==> src/rtl/mem_seq_pkg.sv <==
// mem_seq_pkg: shared mode constants and width helper for the memory port sequencer.
package mem_seq_pkg;
    localparam int MODE_TDM = 0;
    localparam int MODE_RR  = 1;

    // Never returns less than 1, so a select port always has at least one bit.
    function automatic int clog2(input int n);
        int r;
        r = 1;
        while ((1 << r) < n) r++;
        return r;
    endfunction
endpackage

==> src/rtl/rr_picker.sv <==
// rr_picker: circular priority select of the first request at or after i_ptr.
module rr_picker #(
    parameter int N = 2,
    parameter int W = 1
) (
    input  logic [N-1:0] i_req,
    input  logic [W-1:0] i_ptr,
    output logic [N-1:0] o_gnt,
    output logic [W-1:0] o_idx,
    output logic         o_vld
);
    logic [N-1:0] w_rot;
    int           w_j;

    // Scan from the farthest offset down so the nearest request wins.
    always_comb begin
        o_idx = '0;
        o_vld = 1'b0;
        w_rot = '0;
        w_j   = 0;
        for (int k = N - 1; k >= 0; k--) begin
            w_j   = (int'(i_ptr) + k) % N;
            w_rot = i_req >> w_j;
            if (w_rot[0]) begin
                o_idx = W'(w_j);
                o_vld = 1'b1;
            end
        end
        o_gnt = o_vld ? (N'(1) << o_idx) : '0;
    end
endmodule

==> src/rtl/mem_port_sequencer.sv <==
// mem_port_sequencer: shares one single-ported memory among NUM_CH requesters
// using fixed TDM slots (MODE 0) or work-conserving round-robin (MODE 1).
module mem_port_sequencer
    import mem_seq_pkg::*;
#(
    parameter int NUM_CH = 2,
    parameter int ADDR_W = 32,
    parameter int DATA_W = 32,
    parameter int MODE   = 0
) (
    input  logic                       clk,
    input  logic                       rst_n,
    input  logic [NUM_CH-1:0]          ch_req,
    input  logic [NUM_CH-1:0]          ch_we,
    input  logic [NUM_CH*ADDR_W-1:0]   ch_addr,
    input  logic [NUM_CH*DATA_W-1:0]   ch_wdata,
    output logic [NUM_CH-1:0]          ch_gnt,
    output logic [NUM_CH-1:0]          ch_rvalid,
    output logic [DATA_W-1:0]          ch_rdata,
    output logic                       mem_en,
    output logic                       mem_we,
    output logic [ADDR_W-1:0]          mem_addr,
    output logic [DATA_W-1:0]          mem_wdata,
    input  logic [DATA_W-1:0]          mem_rdata,
    output logic [clog2(NUM_CH)-1:0]   sel,
    output logic                       frame_start
);
    localparam int SEL_W = clog2(NUM_CH);
    localparam logic [SEL_W-1:0] LAST = SEL_W'(NUM_CH - 1);

    logic [SEL_W-1:0]  r_slot, r_ptr, r_sel, w_rr_idx, w_idx;
    logic [NUM_CH-1:0] w_rr_gnt, w_gnt, r_rvalid;
    logic              w_rr_vld, w_any, r_en, r_we;
    logic [ADDR_W-1:0] r_addr;
    logic [DATA_W-1:0] r_wdata;

    rr_picker #(.N(NUM_CH), .W(SEL_W)) u_pick (
        .i_req (ch_req),
        .i_ptr (r_ptr),
        .o_gnt (w_rr_gnt),
        .o_idx (w_rr_idx),
        .o_vld (w_rr_vld)
    );

    always_comb begin
        w_gnt = '0;
        if (rst_n) w_gnt = (MODE == MODE_RR) ? w_rr_gnt : (ch_req & (NUM_CH'(1) << r_slot));
        w_idx = (MODE == MODE_RR) ? w_rr_idx : r_slot;
        w_any = |w_gnt;
    end

    always_ff @(posedge clk or negedge rst_n) begin
        if (!rst_n) begin
            r_slot   <= '0;
            r_ptr    <= '0;
            r_sel    <= '0;
            r_en     <= 1'b0;
            r_we     <= 1'b0;
            r_addr   <= '0;
            r_wdata  <= '0;
            r_rvalid <= '0;
        end else begin
            if (MODE == MODE_TDM) r_slot <= (r_slot == LAST) ? '0 : r_slot + 1'b1;
            if (MODE == MODE_RR && w_rr_vld) r_ptr <= (w_rr_idx == LAST) ? '0 : w_rr_idx + 1'b1;
            r_en <= w_any;
            r_we <= w_any & |(ch_we & w_gnt);
            if (w_any) begin
                r_addr  <= ADDR_W'(ch_addr >> (w_idx * ADDR_W));
                r_wdata <= DATA_W'(ch_wdata >> (w_idx * DATA_W));
                r_sel   <= w_idx;
            end
            // Read data returns the cycle after the strobe, so flag the owner then.
            r_rvalid <= (r_en && !r_we) ? (NUM_CH'(1) << r_sel) : '0;
        end
    end

    assign ch_gnt      = w_gnt;
    assign ch_rvalid   = r_rvalid;
    assign ch_rdata    = mem_rdata;
    assign mem_en      = r_en;
    assign mem_we      = r_we;
    assign mem_addr    = r_addr;
    assign mem_wdata   = r_wdata;
    assign sel         = r_sel;
    assign frame_start = (MODE == MODE_TDM) && (r_slot == '0);
endmodule
==> config.mk <==
export PLATFORM = sky130hd
export DESIGN_NAME = mem_port_sequencer
export DESIGN_NICKNAME = d
export VERILOG_FILES = /design/src/rtl/mem_seq_pkg.sv /design/src/rtl/rr_picker.sv /design/src/rtl/mem_port_sequencer.sv
export SDC_FILE = /design/constraint.sdc
export NUM_CORES = 1
export LEC_CHECK = 0
export BUFFER_PORTS_ARGS = -buffer_cell sky130_fd_sc_hd__buf_2
export CELL_PAD_IN_SITES_DETAIL_PLACEMENT = 1
export CELL_PAD_IN_SITES_GLOBAL_PLACEMENT = 1
export CORE_ASPECT_RATIO = 2
export CORE_MARGIN = 1
export CORE_UTILIZATION = 30
export CTS_CLUSTER_DIAMETER = 60
export DETAILED_ROUTE_END_ITERATION = 16
export PLACE_DENSITY = 0.87
export SYNTH_ARGS = -nofsm -noshare
export SYNTH_HDL_FRONTEND = slang
export SYNTH_SLANG_ARGS = --single-unit
==> constraint.sdc <==
create_clock -name clk -period 1.9 [get_ports clk]
set_input_delay 0.38 -clock clk [delete_from_list [all_inputs] [get_ports clk]]
set_output_delay 0.38 -clock clk [all_outputs]
set_load 0.01 [all_outputs]
======== Word level (Yosys, flattened, before mapping) ========
Cells that the tools add are included.
storage, ports and cells
  memory bits (read-only) ................. 0
  register bits after elaboration ......... 70
  latch bits .............................. 0
  word-level logic and storage cells ...... 23
  memory bits (writable) .................. 0
  memories kept ........................... 0
  input bits .............................. 166
operators by class
  reduce and logical (&&, ||, !) cells .... 4
  div/mod/pow operators ................... 0
  add/subtract/negate cells ............... 1
  eq/ne operators ......................... 0
  $mul .................................... 0
  $lt $le $gt $ge ......................... 0
  mux-type cells .......................... 3
  shifts and indexed selects .............. 4
  bitwise logic cells ..................... 4
operator list
  operator               count
  $shr A64 B6 Y32        2
  $and A2 B2 Y2          2
  $mux W2                2
  $reduce_or A2 Y1       2
  $shl A1 B1 Y2 const A  2
  $add A1 B1 Y1 const B  1
  $and A1 B1 Y1          1
  $logic_and A1 B1 Y1    1
  $logic_not A1 Y1       1
  $mux W1                1
  $not A1 Y1             1

======== Longest topological paths before layout ========
Gate-level depths: netlist (run 1).
  depth after elaboration ................. 6
  gate-level depth with buffers ........... 6
  depth with buffers taken out ............ 3

======== Least setup slack after synthesis (run 1) ========
Ideal clock, no wire load.
  path type ............................... register -> register
  start point ............................. register r_slot
  end point ............................... register r_wdata[17], in the netlist mem_wdata[17]
  buffers on the path ..................... 3
  library setup time ...................... 141 ps
  clock period less this slack ............ 1385 ps
  slack ................................... 515 ps
  stages on the path, launching flop included .. 7
  arrival ................................. 1244 ps
  cells stage by stage .................... dfrtp_1 > buf_4 > mux2_4 > buf_6 > buf_6 > a21oi_2 > a31oi_1
on the way
  cells in the longest elaborated chain, start to end .. 4
  elaborated cells between the ends (all ways) .. 5
  classes of those cells .................. 2 x shift; 1 x mux; 1 x bitwise; 1 x reduce/logical
ends and longest elaborated chain
  what                                                                     RTL line                  RTL
  start, declared                                                          mem_port_sequencer.sv:31  logic [SEL_W-1:0] r_slot, r_ptr, r_sel, w_rr_idx, w_idx;
  start signal, assigned                                                   mem_port_sequencer.sv:63  if (MODE == MODE_TDM) r_slot <= (r_slot == LAST) ? '0 : r_slot + 1'b1;
  parallel branches: the longest is 4 deep, another holds $shr A64 B6 Y32  -
  end signal, assigned                                                     mem_port_sequencer.sv:69  r_wdata <= DATA_W'(ch_wdata >> (w_idx * DATA_W));
  end, declared                                                            mem_port_sequencer.sv:35  logic [DATA_W-1:0] r_wdata;
Parallel ways; which one is timed is not known.
A chain may end at the register's enable or synchronous reset.

======== Worst setup path in the final report (run 1) ========
  start point ............................. register r_slot
  end point ............................... output port ch_gnt[0]
on the way
  cells in the longest elaborated chain, start to end .. 3
ends and longest elaborated chain
  what           RTL line                  RTL
  $shl A1 B1 Y2  mem_port_sequencer.sv:47  if (rst_n) w_gnt = (MODE == MODE_RR) ? w_rr_gnt : (ch_req & (NUM_CH'(1) << r_slot));
  $and A2 B2 Y2  mem_port_sequencer.sv:47
  $mux W2        mem_port_sequencer.sv:47
  end, declared  mem_port_sequencer.sv:17  output logic [NUM_CH-1:0] ch_gnt,
Every way passes these cells.

==> run summary, run 1 <==
outcome - complete, no violations
Core Footprint - 0.01255 mm2
largest net degree at the start of global routing - 82
Max Freq - 593.0 MHz
non-filler cells, final - 651
Worst-Margin Slew - 0.5669 ns
vias in the first global route - 3439
most frequent cells in the layout - buf_2, dfrtp_1, mux2i_1, a31oi_1, a21oi_2
Max Cap Viol - 0
class of the worst hold path - in -> async
cell leakage power - 0.002659 uW
Final Max Tran Viols - 0
port bufs - 205
GRT Resource Usage Total - 16.83%
setup TNS - 0 ns
Synth Instances - 341
CP Data Required Time - 1.52 ns
Worst-path clk slew - 0.06 ns
Die W - 82.33 um
Setup CP Type - reg -> out
most common cell after layout, fill and taps aside - buf_2
area delta synth->final - 29.41%
syn_nets - 507
1st-iter DRT viols - 101
# setup viols final - 0
grt ovf - 0
crit path time final - 1.686 ns
CP Launch Type - flop
Met2 Wirelength - 6.198 mm
final hold violations - 0
Layout Utilization - 39.90%
DRC - 0
# fillers - 1457
post-CTS setup buffer count - 0
# IOs - 270
post-CTS sizing - 0
RePlAce Congestion - 0.7242
via count - 3272
CTS tree - done
crit path capture type - output port
Initial Util - 30.84%
design area - 0.005010 mm2
Mapped Avg Cell Area - 11.35 um2
routed len/inst - 17.23 um
Setup Skew - 0.008460 ns
Syn Std Cell Area - 0.003871 mm2
CTS Hold Bufs - 0
fin nets - 662
routed vias/inst - 5.026
RSZ-0062 raised after global routing - false
Synth cell types - 17
die area - 0.01339 mm2
highest metal used - met4
slew margin rel. - 62.21%
antenna violations before repair - 0
part of the cycle the worst path needs - 88.76%
Sw Pwr - 1243 uW
Antenna Nets Post-Route - 0
number of core rows - 58
Sequential Power Share - 41.1%
cell count after placement - 635
clk_lat worst skew - 0.33 ns
maximum vdd drop - 0.4305 mV
share of the yosys chip area belonging to registers - 45.25%
met3 WL - 703 um
Met1 Wirelength - 3.659 mm
first-pass GRT wire length - 16.60 mm
top cell type's share of synthesized area - 45.25%
root buf cell - clkbuf_16
clock buffer depth - 2
switching portion of total power - 28.46%
CTS buffer count - 9
ratio of cells with drive above 1 in the final layout - 55.89%
Die H - 162.7 um
H-tree level count - 3
CP Max Fanout - 5
Pwr Density - 872.1 mW/mm2
clock share of power - 39.3%
DP HPWL - 8.732 mm
Final Routed Wirelength - 11.22 mm
#FFs+latches synth - 70
Power Internal - 3125 uW
dominant cell type by area after synthesis - dfrtp_1
Critical Path AT - 1.31 ns
CTS Sinks - 70
# diodes - 0
Placed Area - 0.004701 mm2
drt pass-1 iters - 4
logic gate share of total power - 19.6%
Ys Warns - 0
Synth area leaders - dfrtp_1, mux2i_1, a21oi_2
## layout make-up
type                            instances  area (um2)  area share (%)
Tap cell                              150       187.7           3.746
Multi-Input combinational cell        200        1612           32.17
Inverter                                3       11.26          0.2248
Clock inverter                          6       70.07           1.399
Clock buffer                           10       239.0           4.770
Timing Repair Buffer                  212        1135           22.65
Sequential cell                        70        1755           35.04
## layer usage
| layer | global-route usage, % | vias up |
|---|---|---|
| li1 | - | 1546 |
| met1 | 15.42 | 1523 |
| met2 | 30.99 | 152 |
| met3 | 3.473 | 51 |
| met4 | 12.20 | 0 |
| met5 | 0 | - |
## cells in the mapped netlist, drive strengths merged
master / count
mux2i: 64
a21oi: 64
nand2: 1
nor3b: 2
buf: 58
clkbuf: 10
dfrtp: 70
and3: 2
a22o: 1
o21bai: 1
a31oi: 64
mux2: 1
inv: 3
## through the flow
step	worst slack [ns]	power [uW]	hold slack (ns)
floorplan	0.5152	2321	0.08441
CTS	0.1858	4461	0.05634
global placement	0.4130	2643	0.4152
finish	0.2136	4369	0.05510
detailed placement	0.2937	2699	0.4216
global route	0.1157	4593	0.06281
## worst paths after layout
path	cells past startpoint	start	endpoint	slack, ns
setup / recovery	3	r_slot$_DFF_PN0_	ch_gnt[0]	0.21
hold / removal	2	rst_n	mem_addr[28]$_DFFE_PN0P_	0.06
setup reg to reg	4	r_slot$_DFF_PN0_	mem_wdata[18]$_DFFE_PN0P_	0.30
hold reg to reg	1	mem_we$_DFF_PN0_	ch_rvalid[1]$_DFF_PN0_	0.47
max in group asynchronous	2	rst_n	mem_wdata[25]$_DFFE_PN0P_	1.45
min in group clk	2	ch_we[1]	mem_we$_DFF_PN0_	0.28
## power groups by stage
stage | Clock (uW) | Combinational, uW | Sequential (uW)
2_1_floorplan | 0 | 417 | 1900
3_3_place_gp | 0 | 829 | 1810
3_5_place_dp | 0 | 871 | 1830
4_1_cts | 1790 | 872 | 1800
5_1_grt | 1830 | 943 | 1820
6_report | 1720 | 855 | 1800
## registers in the layout, indices dropped and copies added, names as in the netlist
register / flops
ch_rvalid: 2
mem_addr: 32
sel: 1
mem_wdata: 32
mem_en: 1
r_slot: 1
mem_we: 1
## critical path, cell delays in order, from the launching register on
cell,delay [ns]
dfrtp_4,0.50
inv_1,0.10
and3_1,0.22
buf_2,0.15
## cells by family (layout without fill, tap and decap cells)
group                  count (synthesis)  after routing  share of synthesized area, %
AO/OA/AOI/OAI                        130            130                         23.89
buffers and inverters                 71            231                         13.12
flip-flops                            70             70                         45.25
multiplexers                          65             65                         16.94
AND/OR/NAND/NOR                        5              5                        0.8078
Power figures use the tool's default switching activity.
==> run 2: changes to the inputs <==
Settings changed: BUFFER_PORTS_ARGS -buffer_cell sky130_fd_sc_hd__buf_2 to unset, CORE_AREA set to 2 2 105 107, CORE_ASPECT_RATIO 2 to unset, CORE_MARGIN 1 to unset, CORE_UTILIZATION 30 to unset, DIE_AREA set to 0 0 107 109, DONT_BUFFER_PORTS set to 1, PLACE_DENSITY 0.87 to 0.72.
==> run summary, run 2 (synthesis gave the netlist of run 1 again) <==
Pwr Density - 873.3 mW/mm2
area delta synth->final - -0.8081%
final hold violations - 70
post-CTS setup buffer count - 0
most frequent cells in the layout - dfrtp_1, mux2i_1, a31oi_1, a21oi_2, a21oi_1
Critical Path AT - 1.44 ns
crit path time final - 1.816 ns
Setup Skew - 0.005681 ns
Max Freq - 550.6 MHz
Placed Area - 0.003621 mm2
Max Cap Viol - 0
violated checks - hold timing
clk_lat worst skew - 0.33 ns
# fillers - 1158
via count - 2429
drt pass-1 iters - 4
DRC - 0
# diodes - 0
crit path capture type - output port
grt ovf - 0
Worst Hold Margin - -0.2592 ns
port bufs - 0
cell leakage power - 0.001826 uW
root buf cell - clkbuf_8
largest net degree at the start of global routing - 202
non-filler cells, final - 433
1st-iter DRT viols - 127
CP Max Fanout - 33
CTS tree - done
Worst-path clk slew - 0.07 ns
Core Footprint - 0.01060 mm2
design area - 0.003840 mm2
CP Data Required Time - 1.52 ns
first-pass GRT wire length - 12.83 mm
Initial Util - 36.51%
part of the cycle the worst path needs - 95.59%
RePlAce Congestion - 0.7161
outcome - finished, violations left
Worst-Margin Slew - 0.3851 ns
CTS Sinks - 70
CP Launch Type - flop
number of core rows - 38
H-tree level count - 3
Antenna Nets Post-Route - 0
most common cell after layout, fill and taps aside - dfrtp_1
GRT Resource Usage Total - 14.36%
maximum vdd drop - 0.3405 mV
# IOs - 270
Die H - 109 um
routed len/inst - 20.45 um
clock buffer depth - 2
cell count after placement - 417
Final Max Tran Viols - 0
total power - 3353 uW
Final Routed Wirelength - 8.855 mm
CTS buffer count - 9
class of the worst hold path - in -> async
slew margin rel. - 74.32%
fin nets - 455
RSZ-0062 raised after global routing - false
ratio of cells with drive above 1 in the final layout - 24.57%
Setup CP Type - reg -> out
setup TNS - 0 ns
DP HPWL - 5.739 mm
routed vias/inst - 5.610
vias in the first global route - 2418
die area - 0.01166 mm2
Die W - 107 um
# setup viols final - 0
antenna violations before repair - 0
run 2: path summary, 6_finish.rpt:
check,start,to,slack [ns],cells past startpoint
max in group asynchronous,rst_n,mem_addr[14]$_DFFE_PN0P_,1.90,0
setup reg to reg,r_slot$_DFF_PN0_,mem_addr[24]$_DFFE_PN0P_,0.24,4
min in group clk,rst_n,mem_wdata[23]$_DFFE_PN0P_,0.16,1
hold reg to reg,sel$_DFFE_PN0P_,ch_rvalid[0]$_DFF_PN0_,0.53,1
setup / recovery,r_slot$_DFF_PN0_,ch_gnt[0],0.08,3
hold / removal,rst_n,mem_wdata[14]$_DFFE_PN0P_,-0.26,0
run 2: final cells by class:
cell class	count	area, um2	area share (%)
clock buffer	14	172.7	4.497
clock inverter	1	5.005	0.1303
inverter	3	11.26	0.2933
multi-input combinational	200	1613	42.00
sequential	70	1755	45.72
tap	140	175.2	4.562
timing repair buffer	5	107.6	2.802
run 2: per-layer routing:
layer / GRT usage [%] / vias to the layer above / routed length [um] / part of all wire, %
met2: 24.34 / 135 / 4383 / 49
met5: 0 / - / 0 / 0
met3: 5.918 / 21 / 832 / 9.4
met1: 16.19 / 1147 / 3459 / 39
li1: - / 1126 / - / -
met4: 5.566 / 0 / 179 / 2.0
run 2: what timing repair did:
action,in CTS,in global routing
endpoints found under the setup margin,2,0
endpoints found under the hold margin,70,70
gates resized for setup,3,0
run 2: power breakdown:
part	leakage [uW]	switching, uW	total, uW	internal, uW
Clock	0.0000926	528	1100	574
Sequential	0.000779	252	1920	1670
Combinational	0.000955	161	328	168
Total	0.00183	940	3350	2410
run 2: stage by stage:
| step | setup WS, ns | utilization (%) |
|---|---|---|
| final | 0.08380 | 36.22 |
| after global routing | 0.01352 | 36.22 |
| after CTS | 0.03866 | 36.22 |
| after detailed placement | 0.2467 | 34.15 |
| after global placement | 0.3056 | 34.15 |
| after floorplan | 0.5152 | - |
run 2: critical path, cell delays in order, from the launching register on:
cell	delay [ns]
dfrtp_4	0.52
buf_16	0.22
inv_2	0.12
and3_2	0.24
==> run 3: changes to the inputs <==
Settings changed: CORE_AREA 2 2 105 107 to 5 5 102 104, PLACE_DENSITY 0.72 to 0.8.
Clock period 1.9 ns to 1.7 ns, I/O delays scaled along.
==> run summary, run 3 (synthesis gave the netlist of run 1 again) <==
Max Freq - 609.5 MHz
clk_lat worst skew - 0.34 ns
CTS Sinks - 70
part of the cycle the worst path needs - 96.50%
final hold violations - 70
die area - 0.01166 mm2
# IOs - 270
DRC - 0
vias in the first global route - 2510
Sw Pwr - 1115 uW
1st-iter DRT viols - 99
maximum vdd drop - 0.3738 mV
Initial Util - 40.93%
H-tree level count - 3
# setup viols final - 0
most common cell after layout, fill and taps aside - dfrtp_1
CTS tree - done
Max Cap Viol - 0
CTS buffer count - 9
first-pass GRT wire length - 13.70 mm
routed len/inst - 23.87 um
area delta synth->final - 3.588%
cell leakage power - 0.001936 uW
logic gate share of total power - 9.6%
port bufs - 0
# diodes - 0
Die W - 107 um
grt ovf - 0
antenna violations before repair - 0
highest metal used - met4
Pwr Density - 1010 mW/mm2
Met1 Wirelength - 3.708 mm
Final Max Tran Viols - 0
outcome - finished, violations left
violated checks - hold timing
fin nets - 466
Die H - 109 um
Worst-path clk slew - 0.08 ns
slew margin rel. - 84.15%
ratio of cells with drive above 1 in the final layout - 27.21%
clock buffer depth - 2
Core Footprint - 0.009459 mm2
Power Internal - 2935 uW
DP HPWL - 6.072 mm
class of the worst hold path - in -> async
Sequential Power Share - 53.3%
most frequent cells in the layout - dfrtp_1, mux2i_1, a31oi_1, a21oi_2, a21oi_1
root buf cell - clkbuf_8
Worst-Margin Slew - 0.2377 ns
clock share of power - 37.1%
crit path time final - 1.641 ns
crit path capture type - flop
number of core rows - 36
routed vias/inst - 6.031
Layout Utilization - 42.39%
Met2 Wirelength - 5.211 mm
CP Data Required Time - 1.91 ns
Setup Skew - 0.007747 ns
largest net degree at the start of global routing - 202
RePlAce Congestion - 0.6952
CP Launch Type - flop
Critical Path AT - 1.85 ns
switching portion of total power - 27.52%
via count - 2527
GRT Resource Usage Total - 15.37%
Final Routed Wirelength - 10.00 mm
Antenna Nets Post-Route - 0
CP Max Fanout - 29
Setup CP Type - reg -> reg
Worst Hold Margin - -0.3067 ns
drt pass-1 iters - 4
met3 WL - 986 um
run 3: cell count changes in the layout (fill, tap and decap cells not counted), sizes merged:
cell,delta
buf,+7
bufinv,+2
bufbuf,+1
clkinv,+1
mux2,+1
run 3: metrics by stage:
step	instances	setup TNS [ns]	cell area (um2)	setup WS, ns	power (uW)
finish	419	0	4010	0.05944	4050
global route	419	-0.0009273	4010	-0.0009273	4247
CTS	411	0	3892	0.0009608	4082
detailed placement	391	0	3588	0.1739	2567
global placement	391	0	3588	0.2055	2531
floorplan	341	0	3871	0.3152	2594
run 3: critical path, cell delays in order, from the launching register on:
cell	delay (ns)
dfrtp_4	0.51
buf_4	0.16
mux2_4	0.39
buf_16	0.21
a21oi_2	0.17
a31oi_1	0.06
run 3: area by class of cell:
type                            instances  area [um2]
Inverter                                3       11.26
Clock buffer                           12       145.1
Clock inverter                          4       70.07
Timing Repair Buffer                   15       257.7
Tap cell                              114       142.6
Multi-Input combinational cell        201        1628
Fill cell                            1008        5449
Sequential cell                        70        1755
run 3: final timing paths:
| path | from | endpoint | slack [ns] | cells after the start |
|---|---|---|---|---|
| max in group asynchronous | rst_n | mem_wdata[10]$_DFFE_PN0P_ | 1.77 | 0 |
| hold / removal | rst_n | mem_addr[0]$_DFFE_PN0P_ | -0.31 | 0 |
| min in group clk | rst_n | mem_addr[0]$_DFFE_PN0P_ | 0.11 | 1 |
| setup reg to reg | r_slot$_DFF_PN0_ | mem_wdata[21]$_DFFE_PN0P_ | 0.06 | 5 |
| setup / recovery | r_slot$_DFF_PN0_ | mem_wdata[21]$_DFFE_PN0P_ | 0.06 | 5 |
| hold reg to reg | mem_we$_DFF_PN0_ | ch_rvalid[1]$_DFF_PN0_ | 0.55 | 1 |
run 3: per-layer routing:
| metal | vias to the layer above | GRT usage (%) |
|---|---|---|
| met5 | - | 0 |
| met4 | 0 | 5.297 |
| met3 | 9 | 7.105 |
| met2 | 132 | 27.29 |
| met1 | 1228 | 16.08 |
| li1 | 1158 | - |
run 3: power groups by stage:
stage	Combinational (uW)	Clock (uW)	Sequential, uW
final	391	1500	2160
after global routing	445	1620	2180
after CTS	370	1550	2170
after detailed placement	371	0	2200
after global placement	343	0	2190
after floorplan	466	0	2130
run 3: timing repair:
item                                    CTS  global route
gates cloned                              2             3
endpoints found under the hold margin    70            70
resized for setup                         2             3
endpoints found under the setup margin    3            41
buffers inserted                          2             5
